**config.mk**
```make
export PLATFORM = sky130hd
export DESIGN_NAME = writeback_queue_flat
export DESIGN_NICKNAME = d
export VERILOG_FILES = /design/src/rtl/writeback_queue_if.sv /design/src/rtl/writeback_queue.sv /design/src/flat_wrapper.sv
export SDC_FILE = /design/constraint.sdc
export NUM_CORES = 1
export LEC_CHECK = 0
export BUFFER_PORTS_ARGS = -buffer_cell sky130_fd_sc_hd__buf_2
export CAP_MARGIN = 0
export CORE_ASPECT_RATIO = 0.9
export CORE_MARGIN = 2
export CORE_UTILIZATION = 60
export CTS_BUF_LIST = sky130_fd_sc_hd__clkbuf_4 sky130_fd_sc_hd__clkbuf_8
export DETAILED_ROUTE_END_ITERATION = 8
export HOLD_SLACK_MARGIN = 0.03
export PLACE_DENSITY = 0.82
export SLEW_MARGIN = 5
export SYNTH_ARGS = -nofsm -noshare
export SYNTH_HDL_FRONTEND = slang
export SYNTH_SLANG_ARGS = --single-unit
export TNS_END_PERCENT = 100
```
**constraint.sdc**
```tcl
create_clock -name clk -period 4.4 [get_ports clk]
set_input_delay 0.44 -clock clk [delete_from_list [all_inputs] [get_ports clk]]
set_output_delay 0.44 -clock clk [all_outputs]
set_load 0.03 [all_outputs]
```
**src/rtl/writeback_queue_if.sv**
```systemverilog
// writeback_queue_if: push, drain, lookup and occupancy signals of the writeback queue
interface writeback_queue_if #(parameter int DATA_W = 8, parameter int ADDR_W = 2, parameter int DEPTH = 4);
   logic                     in_valid;
   logic                     in_ready;
   logic [ADDR_W-1:0]        in_reg;
   logic [DATA_W-1:0]        in_data;
   logic                     wb_hold;
   logic                     write_reg_en;
   logic [ADDR_W-1:0]        write_reg;
   logic [DATA_W-1:0]        write_data;
   logic [ADDR_W-1:0]        lookup_reg1;
   logic [ADDR_W-1:0]        lookup_reg2;
   logic                     pending1;
   logic                     pending2;
   logic [DATA_W-1:0]        fwd_data1;
   logic [DATA_W-1:0]        fwd_data2;
   logic [$clog2(DEPTH):0]   count;
   modport slave (
      input  in_valid, in_reg, in_data, wb_hold, lookup_reg1, lookup_reg2,
      output in_ready, write_reg_en, write_reg, write_data, pending1, pending2,
             fwd_data1, fwd_data2, count
   );
   modport master (
      output in_valid, in_reg, in_data, wb_hold, lookup_reg1, lookup_reg2,
      input  in_ready, write_reg_en, write_reg, write_data, pending1, pending2,
             fwd_data1, fwd_data2, count
   );
endinterface

```
**src/rtl/writeback_queue.sv**
```systemverilog
// writeback_queue: FIFO of pending register-file writes, drained one per cycle,
// with pending-write lookup and youngest-value forwarding for two read ports
module writeback_queue #(
   parameter int DATA_W = 8,
   parameter int ADDR_W = 2,
   parameter int DEPTH  = 4
) (
   input logic              clk,
   input logic              rst_n,
   writeback_queue_if.slave bus
);
   localparam int PW = $clog2(DEPTH);
   localparam int CW = PW + 1;
   logic [ADDR_W-1:0] r_reg  [DEPTH];
   logic [DATA_W-1:0] r_data [DEPTH];
   logic [PW-1:0]     r_wr_ptr;
   logic [PW-1:0]     r_rd_ptr;
   logic [CW-1:0]     r_count;
   logic              r_wr_en;
   logic [ADDR_W-1:0] r_wr_reg;
   logic [DATA_W-1:0] r_wr_data;
   logic              w_ready;
   logic              w_push;
   logic              w_pop;
   logic              w_p1;
   logic              w_p2;
   logic [DATA_W-1:0] w_f1;
   logic [DATA_W-1:0] w_f2;
   logic [PW-1:0]     w_idx;
   assign w_ready = r_count < CW'(DEPTH);
   assign w_push  = bus.in_valid && w_ready;
   assign w_pop   = r_count != '0 && !bus.wb_hold;
   always_ff @(posedge clk or negedge rst_n)
      if (!rst_n) begin
         for (int i = 0; i < DEPTH; i++) begin
            r_reg[i]  <= '0;
            r_data[i] <= '0;
         end
         r_wr_ptr  <= '0;
         r_rd_ptr  <= '0;
         r_count   <= '0;
         r_wr_en   <= 1'b0;
         r_wr_reg  <= '0;
         r_wr_data <= '0;
      end else begin
         if (w_push) begin
            r_reg[r_wr_ptr]  <= bus.in_reg;
            r_data[r_wr_ptr] <= bus.in_data;
            r_wr_ptr         <= r_wr_ptr + PW'(1);
         end
         r_wr_en <= w_pop;
         if (w_pop) begin
            r_wr_reg  <= r_reg[r_rd_ptr];
            r_wr_data <= r_data[r_rd_ptr];
            r_rd_ptr  <= r_rd_ptr + PW'(1);
         end
         r_count <= r_count + CW'(w_push) - CW'(w_pop);
      end
   // Scan oldest (write port) to youngest so the last match left standing is the newest value
   always_comb begin
      w_idx = '0;
      w_p1  = r_wr_en && r_wr_reg == bus.lookup_reg1;
      w_p2  = r_wr_en && r_wr_reg == bus.lookup_reg2;
      w_f1  = w_p1 ? r_wr_data : '0;
      w_f2  = w_p2 ? r_wr_data : '0;
      for (int i = 0; i < DEPTH; i++) begin
         w_idx = r_rd_ptr + PW'(i);
         if (CW'(i) < r_count && r_reg[w_idx] == bus.lookup_reg1) begin
            w_p1 = 1'b1;
            w_f1 = r_data[w_idx];
         end
         if (CW'(i) < r_count && r_reg[w_idx] == bus.lookup_reg2) begin
            w_p2 = 1'b1;
            w_f2 = r_data[w_idx];
         end
      end
   end
   assign bus.in_ready     = w_ready;
   assign bus.write_reg_en = r_wr_en;
   assign bus.write_reg    = r_wr_reg;
   assign bus.write_data   = r_wr_data;
   assign bus.pending1     = w_p1;
   assign bus.pending2     = w_p2;
   assign bus.fwd_data1    = w_f1;
   assign bus.fwd_data2    = w_f2;
   assign bus.count        = r_count;
endmodule

```
**src/flat_wrapper.sv**
```systemverilog
// flat-port wrapper written by rule: the top's interface ports become plain ports
module writeback_queue_flat 
#(
   parameter int DATA_W = 8,
   parameter int ADDR_W = 2,
   parameter int DEPTH  = 4
)
  (clk, rst_n, bus_in_valid, bus_in_reg, bus_in_data, bus_wb_hold, bus_lookup_reg1, bus_lookup_reg2, bus_in_ready, bus_write_reg_en, bus_write_reg, bus_write_data, bus_pending1, bus_pending2, bus_fwd_data1, bus_fwd_data2, bus_count);
  writeback_queue_if #(.DATA_W(DATA_W), .ADDR_W(ADDR_W), .DEPTH(DEPTH)) bus_i ();
  input logic clk;
  input logic rst_n;
  input wire logic [$bits(bus_i.in_valid)-1:0] bus_in_valid;
  input wire logic [$bits(bus_i.in_reg)-1:0] bus_in_reg;
  input wire logic [$bits(bus_i.in_data)-1:0] bus_in_data;
  input wire logic [$bits(bus_i.wb_hold)-1:0] bus_wb_hold;
  input wire logic [$bits(bus_i.lookup_reg1)-1:0] bus_lookup_reg1;
  input wire logic [$bits(bus_i.lookup_reg2)-1:0] bus_lookup_reg2;
  output wire logic [$bits(bus_i.in_ready)-1:0] bus_in_ready;
  output wire logic [$bits(bus_i.write_reg_en)-1:0] bus_write_reg_en;
  output wire logic [$bits(bus_i.write_reg)-1:0] bus_write_reg;
  output wire logic [$bits(bus_i.write_data)-1:0] bus_write_data;
  output wire logic [$bits(bus_i.pending1)-1:0] bus_pending1;
  output wire logic [$bits(bus_i.pending2)-1:0] bus_pending2;
  output wire logic [$bits(bus_i.fwd_data1)-1:0] bus_fwd_data1;
  output wire logic [$bits(bus_i.fwd_data2)-1:0] bus_fwd_data2;
  output wire logic [$bits(bus_i.count)-1:0] bus_count;
  assign bus_i.in_valid = bus_in_valid;
  assign bus_i.in_reg = bus_in_reg;
  assign bus_i.in_data = bus_in_data;
  assign bus_i.wb_hold = bus_wb_hold;
  assign bus_i.lookup_reg1 = bus_lookup_reg1;
  assign bus_i.lookup_reg2 = bus_lookup_reg2;
  assign bus_in_ready = bus_i.in_ready;
  assign bus_write_reg_en = bus_i.write_reg_en;
  assign bus_write_reg = bus_i.write_reg;
  assign bus_write_data = bus_i.write_data;
  assign bus_pending1 = bus_i.pending1;
  assign bus_pending2 = bus_i.pending2;
  assign bus_fwd_data1 = bus_i.fwd_data1;
  assign bus_fwd_data2 = bus_i.fwd_data2;
  assign bus_count = bus_i.count;
  writeback_queue #(.DATA_W(DATA_W), .ADDR_W(ADDR_W), .DEPTH(DEPTH)) u_core (.clk(clk), .rst_n(rst_n), .bus(bus_i));
endmodule
```
==> flow_metrics.env, run 1 <==
export IMPL_cts_hold_buf=0
export IMPL_rsz0062_at_grt="no"
export IMPL_path_clk_slew_ns=0.08
export IMPL_use_met1_pct=37.8
export IMPL_rows=29
export IMPL_hold_viol=0
export IMPL_via_per_inst=6.77
export IMPL_gr_usage_met2_pct=46.8
export IMPL_final_common_cell="dfrtp_1"
export IMPL_vias=3798
export IMPL_dominantRegCellSynth="dfrtp_1"
export IMPL_numCtsBuffers=9
export IMPL_ant_nets=0
export IMPL_grt_pass1_wl_mm=18.0
export IMPL_critical_path_required_ns=3.96
export IMPL_synth_compound_area_share_pct=11.1
export IMPL_slew_headroom_pct=49.2
export IMPL_die_area_mm2=0.00790
export IMPL_drcViolationCount=0
export IMPL_yosysWarningCount=0
export IMPL_place_area_mm2=0.00461
export IMPL_initial_utilization_pct=61.7
export IMPL_worstSetupPathType="flip-flop to output pin"
export IMPL_firstDrtPassIters=5
export IMPL_num_antenna_cells=0
export IMPL_largest_reg_flops=32
export IMPL_async_flop_share_pct=100
export IMPL_fin_util_pct=69.4
export IMPL_yosys_area_share_simple_pct=16.4
export IMPL_cts_sinks=58
export IMPL_syn_nets=449
export IMPL_htree_num_levels=3
export IMPL_dr_first_iter_drc_count=316
export IMPL_coreArea_mm2=0.00700
export IMPL_hp_class="input port to async pin"
export IMPL_grt_busiest_layer="met2"
export IMPL_nNetsFinal=490
export IMPL_skew_ns=0.00974
export IMPL_maxCapViolations=0
export IMPL_status="complete, no violations"
export IMPL_cp_max_fo=10
export IMPL_layout_min_cycle_time_ns=3.98
export IMPL_netlist_area_mm2=0.00432
export IMPL_gp_congestion=0.988
export IMPL_syn_avg_cell_area_um2=10.2
export IMPL_drive_gt1_share_pct=32.5
export IMPL_antenna_found_initial=0
export IMPL_critPathCaptureType="output pin"
export IMPL_fmax_mhz=251
export IMPL_clock_latency_ns=0.35
export IMPL_synth_top_family_by_area="multiplexers"
export IMPL_cts_tree="built"
export IMPL_synthXorXnorAreaFrac_pct=5.44
export IMPL_worstMarginPinSlew_ns=0.760
export IMPL_grt_overflow=0
export IMPL_pin_count=51
export IMPL_worstSetupStartpointType="flip-flop"
export IMPL_synth_edf_count=0
export IMPL_seq_area_frac_synth_pct=33.6
export IMPL_fin_crit_sh_pct=90.5
export IMPL_final_cell_mix="dfrtp_1, mux2_2, buf_2, nand2_1, mux2i_1"
export IMPL_post_dp_hpwl_mm=8.24
export IMPL_final_max_slew_viol_count=0
export IMPL_setup_tns_ns=0
export IMPL_yosys_cell_types_count=41
export IMPL_syn_inst=422
export IMPL_worst_ep_arrival_time_ns=3.54
export IMPL_yosys_mux_area_fraction_pct=26.2
export IMPL_synth_seq_cells=58
export IMPL_area_growth_pct=12.5
export IMPL_grt_usage_pct=29.6
export IMPL_synth_fa_ha_area_share_pct=2.78
export IMPL_drt_total_wl_mm=11.3
export IMPL_cts_root_buf="clkbuf_8"
export IMPL_cts_setup_buffers=0
export IMPL_setup_viol=0
export IMPL_grt_pass1_vias=3625
export IMPL_die_h_um=84.5
export IMPL_stdcell_area_mm2=0.00486
export IMPL_routedWlPerCell_um=20.2
export IMPL_grtUsageMet3_pct=8.53
export IMPL_die_w_um=93.4
export IMPL_grt_max_degree=59
export IMPL_cts_buffer_depth=2
export IMPL_port_buffers=50
export IMPL_ctsResizeCount=0
-- cell usage after synthesis (2+ instances only) --
library cell / instances / area, um2
dfrtp_1: 58 / 1450
mux2_2: 57 / 642
nand2_1: 36 / 135
mux2i_1: 31 / 310
nor4_1: 30 / 188
o21ai_0: 24 / 120
inv_1: 17 / 63.8
o41ai_1: 15 / 131
xnor2_1: 15 / 131
clkbuf_1: 13 / 48.8
nor2_1: 12 / 45.0
xor2_1: 10 / 87.6
and3b_1: 9 / 78.8
or2_2: 9 / 56.3
a311oi_1: 8 / 70.1
ha_1: 8 / 100
mux4_2: 8 / 180
buf_2: 7 / 35.0
nor3b_1: 7 / 52.6
o32ai_1: 7 / 61.3
a2111oi_0: 6 / 52.6
nand3_1: 5 / 25.0
buf_1: 4 / 15.0
nor2b_1: 3 / 18.8
nor3_4: 3 / 48.8
a2111oi_1: 2 / 20.0
buf_6: 2 / 22.5
nand3b_1: 2 / 15.0
nand4_1: 2 / 12.5
-- cell families (layout without fill, tap and decap cells) --
kind of cell,count (synthesis),count (layout)
flip-flops,58,58
AND/OR/NAND/NOR,123,123
adder cells (fa/ha/maj),9,9
multiplexers,96,96
XOR/XNOR,26,26
AO/OA/AOI/OAI,65,65
buffers and inverters,45,91
-- path summary, 6_finish.rpt --
check / end / start / cells after the start / slack (ns)
hold / removal: u_core.r_data[29] / rst_n / 2 / 0.24
setup reg to reg: u_core.bus.count[2] / u_core.bus.count[2] / 9 / 2.00
min in group clk: u_core.r_data[12] / bus_in_data[4] / 2 / 0.36
max in group asynchronous: u_core.bus.write_data[4] / rst_n / 2 / 3.69
setup / recovery: bus_fwd_data2[0] / u_core.r_rd_ptr[0] / 6 / 0.42
hold reg to reg: u_core.bus.write_data[4] / u_core.bus.write_data[4] / 2 / 0.50
-- metrics by stage --
| step | instances | setup WS (ns) | hold WS [ns] |
|---|---|---|---|
| final | 561 | 0.418 | 0.240 |
| after global routing | 561 | 0.262 | 0.312 |
| after CTS | 561 | 0.489 | 0.265 |
| after detailed placement | 545 | 0.882 | 0.487 |
| after global placement | 545 | 1.02 | 0.483 |
| after floorplan | 422 | 0.825 | 0.144 |
-- critical path, cell delays in order, from the launching register on --
cell,delay (ns)
dfrtp_1,0.63
mux4_2,0.65
xor2_1,0.27
or3_1,0.55
a2111oi_0,0.69
o41ai_1,0.19
buf_2,0.21
-- final cells by class --
type                       count  area [um2]
tap                           93         116
clock inverter                 6         114
multi-input combinational    319        2670
sequential                    58        1450
fill                         512        2140
timing repair buffer          57         303
clock buffer                  10         138
inverter                      18        67.6
-- routing by layer --
metal  routed length, um  up-vias
met2                5310      226
li1                    -     1682
met3                1010       57
met4                 403        0
met5                   0        -
met1                4620     1833
Power of run 1 is not shown: default switching activity piles up to over one toggle a cycle in this logic, so the estimate is an artifact.
==> run 2, diff against run 1 <==
--- a/config.mk
+++ b/config.mk
@@ -9,11 +9,11 @@
 export CAP_MARGIN = 0
 export CORE_ASPECT_RATIO = 0.9
 export CORE_MARGIN = 2
-export CORE_UTILIZATION = 60
+export CORE_UTILIZATION = 47
 export CTS_BUF_LIST = sky130_fd_sc_hd__clkbuf_4 sky130_fd_sc_hd__clkbuf_8
 export DETAILED_ROUTE_END_ITERATION = 8
 export HOLD_SLACK_MARGIN = 0.03
-export PLACE_DENSITY = 0.82
+export PLACE_DENSITY = 0.67
 export SLEW_MARGIN = 5
 export SYNTH_ARGS = -nofsm -noshare
 export SYNTH_HDL_FRONTEND = slang
==> run 2 against run 1 <==
Sequential share of layout area hardly changed; critical path depth stayed put; final cell count is 5.0% higher; sequential cell count stayed put; cell area is 0.23% higher; critical endpoint is now bus_fwd_data2[3]; clock-buffer cell count is 2 higher; non-clock buffer count is 1 lower; global-route usage is 6.2 points lower; fmax is 1.5% lower; highest routed layer unchanged.
==> flow_metrics.env, run 2 (synthesis results as in run 1) <==
export IMPL_status="complete, no violations"
export IMPL_final_max_slew_viol_count=0
export IMPL_die_w_um=105
export IMPL_multi_input_area_mm2=0.00267
export IMPL_fin_util_pct=53.9
export IMPL_final_cell_mix="mux2_2, dfrtp_1, buf_2, nand2_1, mux2i_1"
export IMPL_path_clk_slew_ns=0.07
export IMPL_drt_total_wl_mm=11.2
export IMPL_worstSetupPathType="flip-flop to output pin"
export IMPL_post_dp_hpwl_mm=8.11
export IMPL_crit_slowest_cell="xor2_1"
export IMPL_drive_gt1_share_pct=32.5
export IMPL_clock_latency_ns=0.35
export IMPL_grt_usage_pct=23.4
export IMPL_crit_path_max_incr_delay_ns=0.71
export IMPL_fin_hold_ws_ns=0.234
export IMPL_grt_overflow=0
export IMPL_cp_max_fo=18
export IMPL_worstSetupStartpointType="flip-flop"
export IMPL_rows=33
export IMPL_grt_pass1_wl_mm=18.4
export IMPL_setup_tns_ns=0
export IMPL_ff_latch_area_mm2=0.00145
export IMPL_dr_first_iter_drc_count=239
export IMPL_initial_utilization_pct=47.8
export IMPL_gp_congestion=0.926
export IMPL_ant_nets=0
export IMPL_routedWlPerCell_um=19.1
export IMPL_port_buffers=50
export IMPL_finalWorstSetupSlack_ns=0.357
export IMPL_numCtsBuffers=9
export IMPL_cts_sinks=58
export IMPL_skew_ns=0.00774
export IMPL_pin_count=51
export IMPL_cts_hold_buf=0
export IMPL_fin_crit_sh_pct=91.9
export IMPL_firstDrtPassIters=5
export IMPL_critPathCaptureType="output pin"
export IMPL_critical_path_required_ns=3.96
export IMPL_layout_min_cycle_time_ns=4.04
export IMPL_hold_viol=0
export IMPL_path_cells="mux4_2, xor2_1, nor3_4, a2111oi_0, o41ai_1, buf_2"
export IMPL_ctsResizeCount=0
export IMPL_worstMarginPinSlew_ns=0.878
export IMPL_largest_reg_flops=32
export IMPL_nNetsFinal=489
export IMPL_slew_headroom_pct=41.3
export IMPL_vias=3568
export IMPL_pre_cts_slack_ns=0.817
export IMPL_rsz0062_at_grt="no"
export IMPL_coreArea_mm2=0.00904
export IMPL_antenna_found_initial=0
export IMPL_num_antenna_cells=0
export IMPL_cts_root_buf="clkbuf_8"
export IMPL_die_area_mm2=0.00998
export IMPL_grt_pass1_vias=3447
export IMPL_die_h_um=95.0
export IMPL_area_growth_pct=12.8
export IMPL_cts_buffer_depth=2
export IMPL_fmax_mhz=247
export IMPL_grt_max_degree=59
export IMPL_cts_tree="built"
export IMPL_htree_num_levels=3
export IMPL_maxCapViolations=0
export IMPL_fillers=807
export IMPL_cts_setup_buffers=0
export IMPL_drcViolationCount=0
export IMPL_worst_ep_arrival_time_ns=3.60
export IMPL_via_per_inst=6.06
export IMPL_hp_class="input port to async pin"
export IMPL_setup_viol=0
[run 2: changes by cell type in the layout (fill, tap and decap cells not counted), sizes merged]
cell / previous run / this run
clkinvlp: 2 / 0
clkbuf: 10 / 12
clkinv: 1 / 2
bufinv: 3 / 2
buf: 57 / 56
[run 2: area by class of cell]
type | count | area share, %
clock buffers | 12 | 3.26
clock inverters | 4 | 1.51
inverters | 18 | 1.39
multi-input cells | 319 | 54.8
flip-flops and latches | 58 | 29.8
well taps | 122 | 3.13
repair buffers | 56 | 6.06
[run 2: final timing paths]
kind	startpoint	endpoint	slack, ns	cells after the start
setup / recovery	u_core.r_rd_ptr[0]	bus_fwd_data2[3]	0.36	6
hold / removal	rst_n	u_core.r_wr_ptr[1]	0.23	2
setup reg to reg	u_core.bus.count[2]	u_core.bus.count[2]	2.03	9
hold reg to reg	u_core.bus.write_data[3]	u_core.bus.write_data[3]	0.51	2
max in group asynchronous	rst_n	u_core.r_rd_ptr[1]	3.65	2
min in group clk	bus_in_data[0]	u_core.r_data[16]	0.37	2
[run 2: metrics by stage]
step,instances,cell area [um2]
global route,589,4870
global placement,573,4640
detailed placement,573,4640
finish,589,4870
floorplan,422,4320
CTS,589,4870
[run 2: per-layer routing]
metal	vias to the layer above	track usage (%)	part of all wire, %
met3	14	4.76	7.2
met4	0	6.44	1.1
li1	1685	-	-
met2	117	36.1	45
met1	1752	33.5	47
met5	-	0	0
[run 2: worst max-delay path: cells and delay by family (launching register included)]
family                    cells  cell delay [ns]
xor gates and xnor gates      1             0.71
buffers and inverters         1             0.21
DFF                           1             0.63
muxes                         1             0.61
AOI/OAI and AO/OA             2             0.87
and+or+nand+nor               1             0.21
Power of run 2 is left out for the same reason.
==> run 3, diff against run 2 <==
--- a/config.mk
+++ b/config.mk
@@ -5,6 +5,7 @@
 export SDC_FILE = /design/constraint.sdc
 export NUM_CORES = 1
 export LEC_CHECK = 0
+export ABC_AREA = 1
 export BUFFER_PORTS_ARGS = -buffer_cell sky130_fd_sc_hd__buf_2
 export CAP_MARGIN = 0
 export CORE_ASPECT_RATIO = 0.9
@@ -13,7 +14,8 @@
 export CTS_BUF_LIST = sky130_fd_sc_hd__clkbuf_4 sky130_fd_sc_hd__clkbuf_8
 export DETAILED_ROUTE_END_ITERATION = 8
 export HOLD_SLACK_MARGIN = 0.03
-export PLACE_DENSITY = 0.67
+export PLACE_DENSITY = 0.66
+export SKIP_LAST_GASP = 1
 export SLEW_MARGIN = 5
 export SYNTH_ARGS = -nofsm -noshare
 export SYNTH_HDL_FRONTEND = slang
==> constraint.sdc (replaced) <==
create_clock -name clk -period 4.4 [get_ports clk]
set_input_delay 0.44 -clock clk [delete_from_list [all_inputs] [get_ports clk]]
set_output_delay 0.44 -clock clk [all_outputs]
set_load 0.01 [all_outputs]
==> run 3 against run 2 <==
Worst hold slack got worse by 0.014 ns; sequential share of layout area fell by 1.5 points; core utilization fell by 0.59 points; die area rose by 6.6%; clock-buffer cell count fell by 3; final cell count rose by 57%; first-iteration DRC count rose by 72%; synthesized cell count rose by 81%; non-clock buffer count fell by 4; wire length rose by 14%.
==> flow_metrics.env, run 3 <==
export IMPL_seq_area_frac_synth_pct=31.4
export IMPL_via_per_inst=5.08
export IMPL_final_max_slew_viol_count=0
export IMPL_numCtsBuffers=9
export IMPL_cts_root_buf="clkbuf_8"
export IMPL_ff_latch_area_mm2=0.00145
export IMPL_synthTopCellsByArea="dfrtp_1, nand2_1, o21ai_0"
export IMPL_vias=4691
export IMPL_worstSetupStartpointType="flip-flop"
export IMPL_cts_tree="built"
export IMPL_hold_viol=0
export IMPL_grtUsageMet3_pct=4.87
export IMPL_dominantRegCellSynth="dfrtp_1"
export IMPL_synth_top_cell_area_share_pct=31.4
export IMPL_worstMarginPinSlew_ns=0.982
export IMPL_worst_ep_arrival_time_ns=3.09
export IMPL_dr_first_iter_drc_count=410
export IMPL_die_w_um=108
export IMPL_multi_input_area_mm2=0.00268
export IMPL_pin_count=51
export IMPL_nNetsFinal=820
export IMPL_syn_inst=763
export IMPL_ctsResizeCount=0
export IMPL_drt_total_wl_mm=12.8
export IMPL_synth_edf_count=0
export IMPL_clock_latency_ns=0.35
export IMPL_cts_sinks=58
export IMPL_grt_max_degree=59
export IMPL_slew_headroom_pct=34.0
export IMPL_die_h_um=98.0
export IMPL_die_area_mm2=0.0106
export IMPL_ant_nets=0
export IMPL_grt_busiest_layer="met2"
export IMPL_fin_util_pct=53.3
export IMPL_use_met1_pct=36.5
export IMPL_antenna_found_initial=0
export IMPL_path_clk_slew_ns=0.08
export IMPL_worstSetupPathType="flip-flop to output pin"
export IMPL_synth_largest_area_cell="dfrtp_1"
export IMPL_status="complete, no violations"
export IMPL_layout_min_cycle_time_ns=3.53
export IMPL_synth_seq_cells=58
export IMPL_yosysWarningCount=0
export IMPL_setup_tns_ns=0
export IMPL_cts_hold_buf=0
export IMPL_cp_max_fo=31
export IMPL_post_dp_hpwl_mm=9.60
export IMPL_final_common_cell="nand2_1"
export IMPL_rsz0062_at_grt="no"
export IMPL_firstDrtPassIters=5
export IMPL_gr_usage_met2_pct=37.7
export IMPL_critical_path_required_ns=3.96
export IMPL_coreArea_mm2=0.00961
export IMPL_setup_viol=0
export IMPL_hp_class="input port to async pin"
export IMPL_async_flop_share_pct=100
export IMPL_netlist_area_mm2=0.00462
export IMPL_port_buffers=50
export IMPL_syn_avg_cell_area_um2=6.05
export IMPL_gp_congestion=0.921
export IMPL_syn_nets=790
export IMPL_grt_usage_pct=25.1
export IMPL_fin_crit_sh_pct=80.2
export IMPL_critPathCaptureType="output pin"
export IMPL_area_growth_pct=11.0
export IMPL_final_cell_mix="nand2_1, o21ai_0, inv_1, nand3_1, dfrtp_1"
export IMPL_maxCapViolations=0
export IMPL_num_antenna_cells=0
export IMPL_ys_top_cells_by_count="nand2_1, o21ai_0, inv_1, dfrtp_1, nand3_1"
export IMPL_drive_gt1_share_pct=12.2
export IMPL_cts_setup_buffers=0
export IMPL_largest_reg_flops=32
export IMPL_fin_hold_ws_ns=0.220
export IMPL_drcViolationCount=0
export IMPL_yosys_cell_types_count=30
export IMPL_fillers=1005
export IMPL_grt_overflow=0
export IMPL_routedWlPerCell_um=13.9
export IMPL_cts_buffer_depth=2
export IMPL_grt_pass1_vias=4309
export IMPL_grt_pass1_wl_mm=21.2
export IMPL_fmax_mhz=283
export IMPL_rows=34
export IMPL_initial_utilization_pct=48.0
export IMPL_yosysMostFrequentCell="nand2_1"
export IMPL_htree_num_levels=3
export IMPL_skew_ns=0.0123
## run 3: cell count changes in the layout (fill, tap and decap cells not counted), moves of 9 or more
cell	change
mux2_2	-57
nand2_2	+10
nor4_1	-30
o21ai_0	+57
o21ai_1	+14
o41ai_1	-15
mux2i_1	-31
inv_1	+63
and3b_1	-9
xnor2_1	-15
nand2_1	+300
nand3_1	+53
nor2_1	+16
## run 3: worst paths after layout
path / from / cells after the start / slack, ns / to
max: u_core.r_rd_ptr[1] / 11 / 0.87 / bus_fwd_data1[3]
min: rst_n / 2 / 0.22 / u_core.bus.write_reg[0]
max reg2reg: u_core.bus.count[2] / 8 / 2.24 / u_core.bus.count[2]
min reg2reg: u_core.r_data[11] / 2 / 0.50 / u_core.r_data[11]
max in group asynchronous: rst_n / 2 / 3.67 / u_core.r_data[10]
min in group clk: bus_wb_hold / 2 / 0.35 / u_core.bus.write_reg_en
## run 3: logic make-up (layout without fill, tap and decap cells)
| family | count (synthesis) | in the layout | share of synthesized area, % |
|---|---|---|---|
| DFF | 58 | 58 | 31.4 |
| adders and majority gates | 9 | 9 | 2.60 |
| AOI/OAI and AO/OA | 101 | 101 | 11.1 |
| buffers and inverters | 118 | 153 | 10.5 |
| and+or+nand+nor | 469 | 469 | 42.9 |
| xor gates and xnor gates | 8 | 8 | 1.52 |
## run 3: area by class of cell
type | count | share of cell area [%]
multi-input combinational | 587 | 52.3
sequential | 58 | 28.3
inverter | 85 | 6.23
timing repair buffer | 52 | 5.18
tap | 126 | 3.08
clock inverter | 7 | 2.44
clock buffer | 9 | 2.42
## run 3: layer usage
| layer | share of wire, % | vias up |
|---|---|---|
| met5 | 0 | - |
| met1 | 50 | 2094 |
| met3 | 6.6 | 17 |
| li1 | - | 2443 |
| met2 | 42 | 137 |
| met4 | 1.5 | 0 |
## run 3: worst max-delay path, stage by stage (launching register included)
cell and delay, ns:
dfrtp_1 0.56, inv_2 0.41, nand2_1 0.09, nand2_1 0.43, nand2_1 0.12, nand2_2 0.11, nor2_1 0.04, or2_1 0.26
nor2_4 0.33, nand2_1 0.15, nand2_1 0.10, buf_2 0.13
## run 3: per-stage QoR
stage	instance area, um2	worst slack [ns]	instances
floorplan	4620	2.22	763
global placement	4880	1.34	908
detailed placement	4880	1.27	908
CTS	5120	0.891	924
global route	5120	0.537	924
finish	5120	0.871	924
Power of run 3 is left out for the same reason.
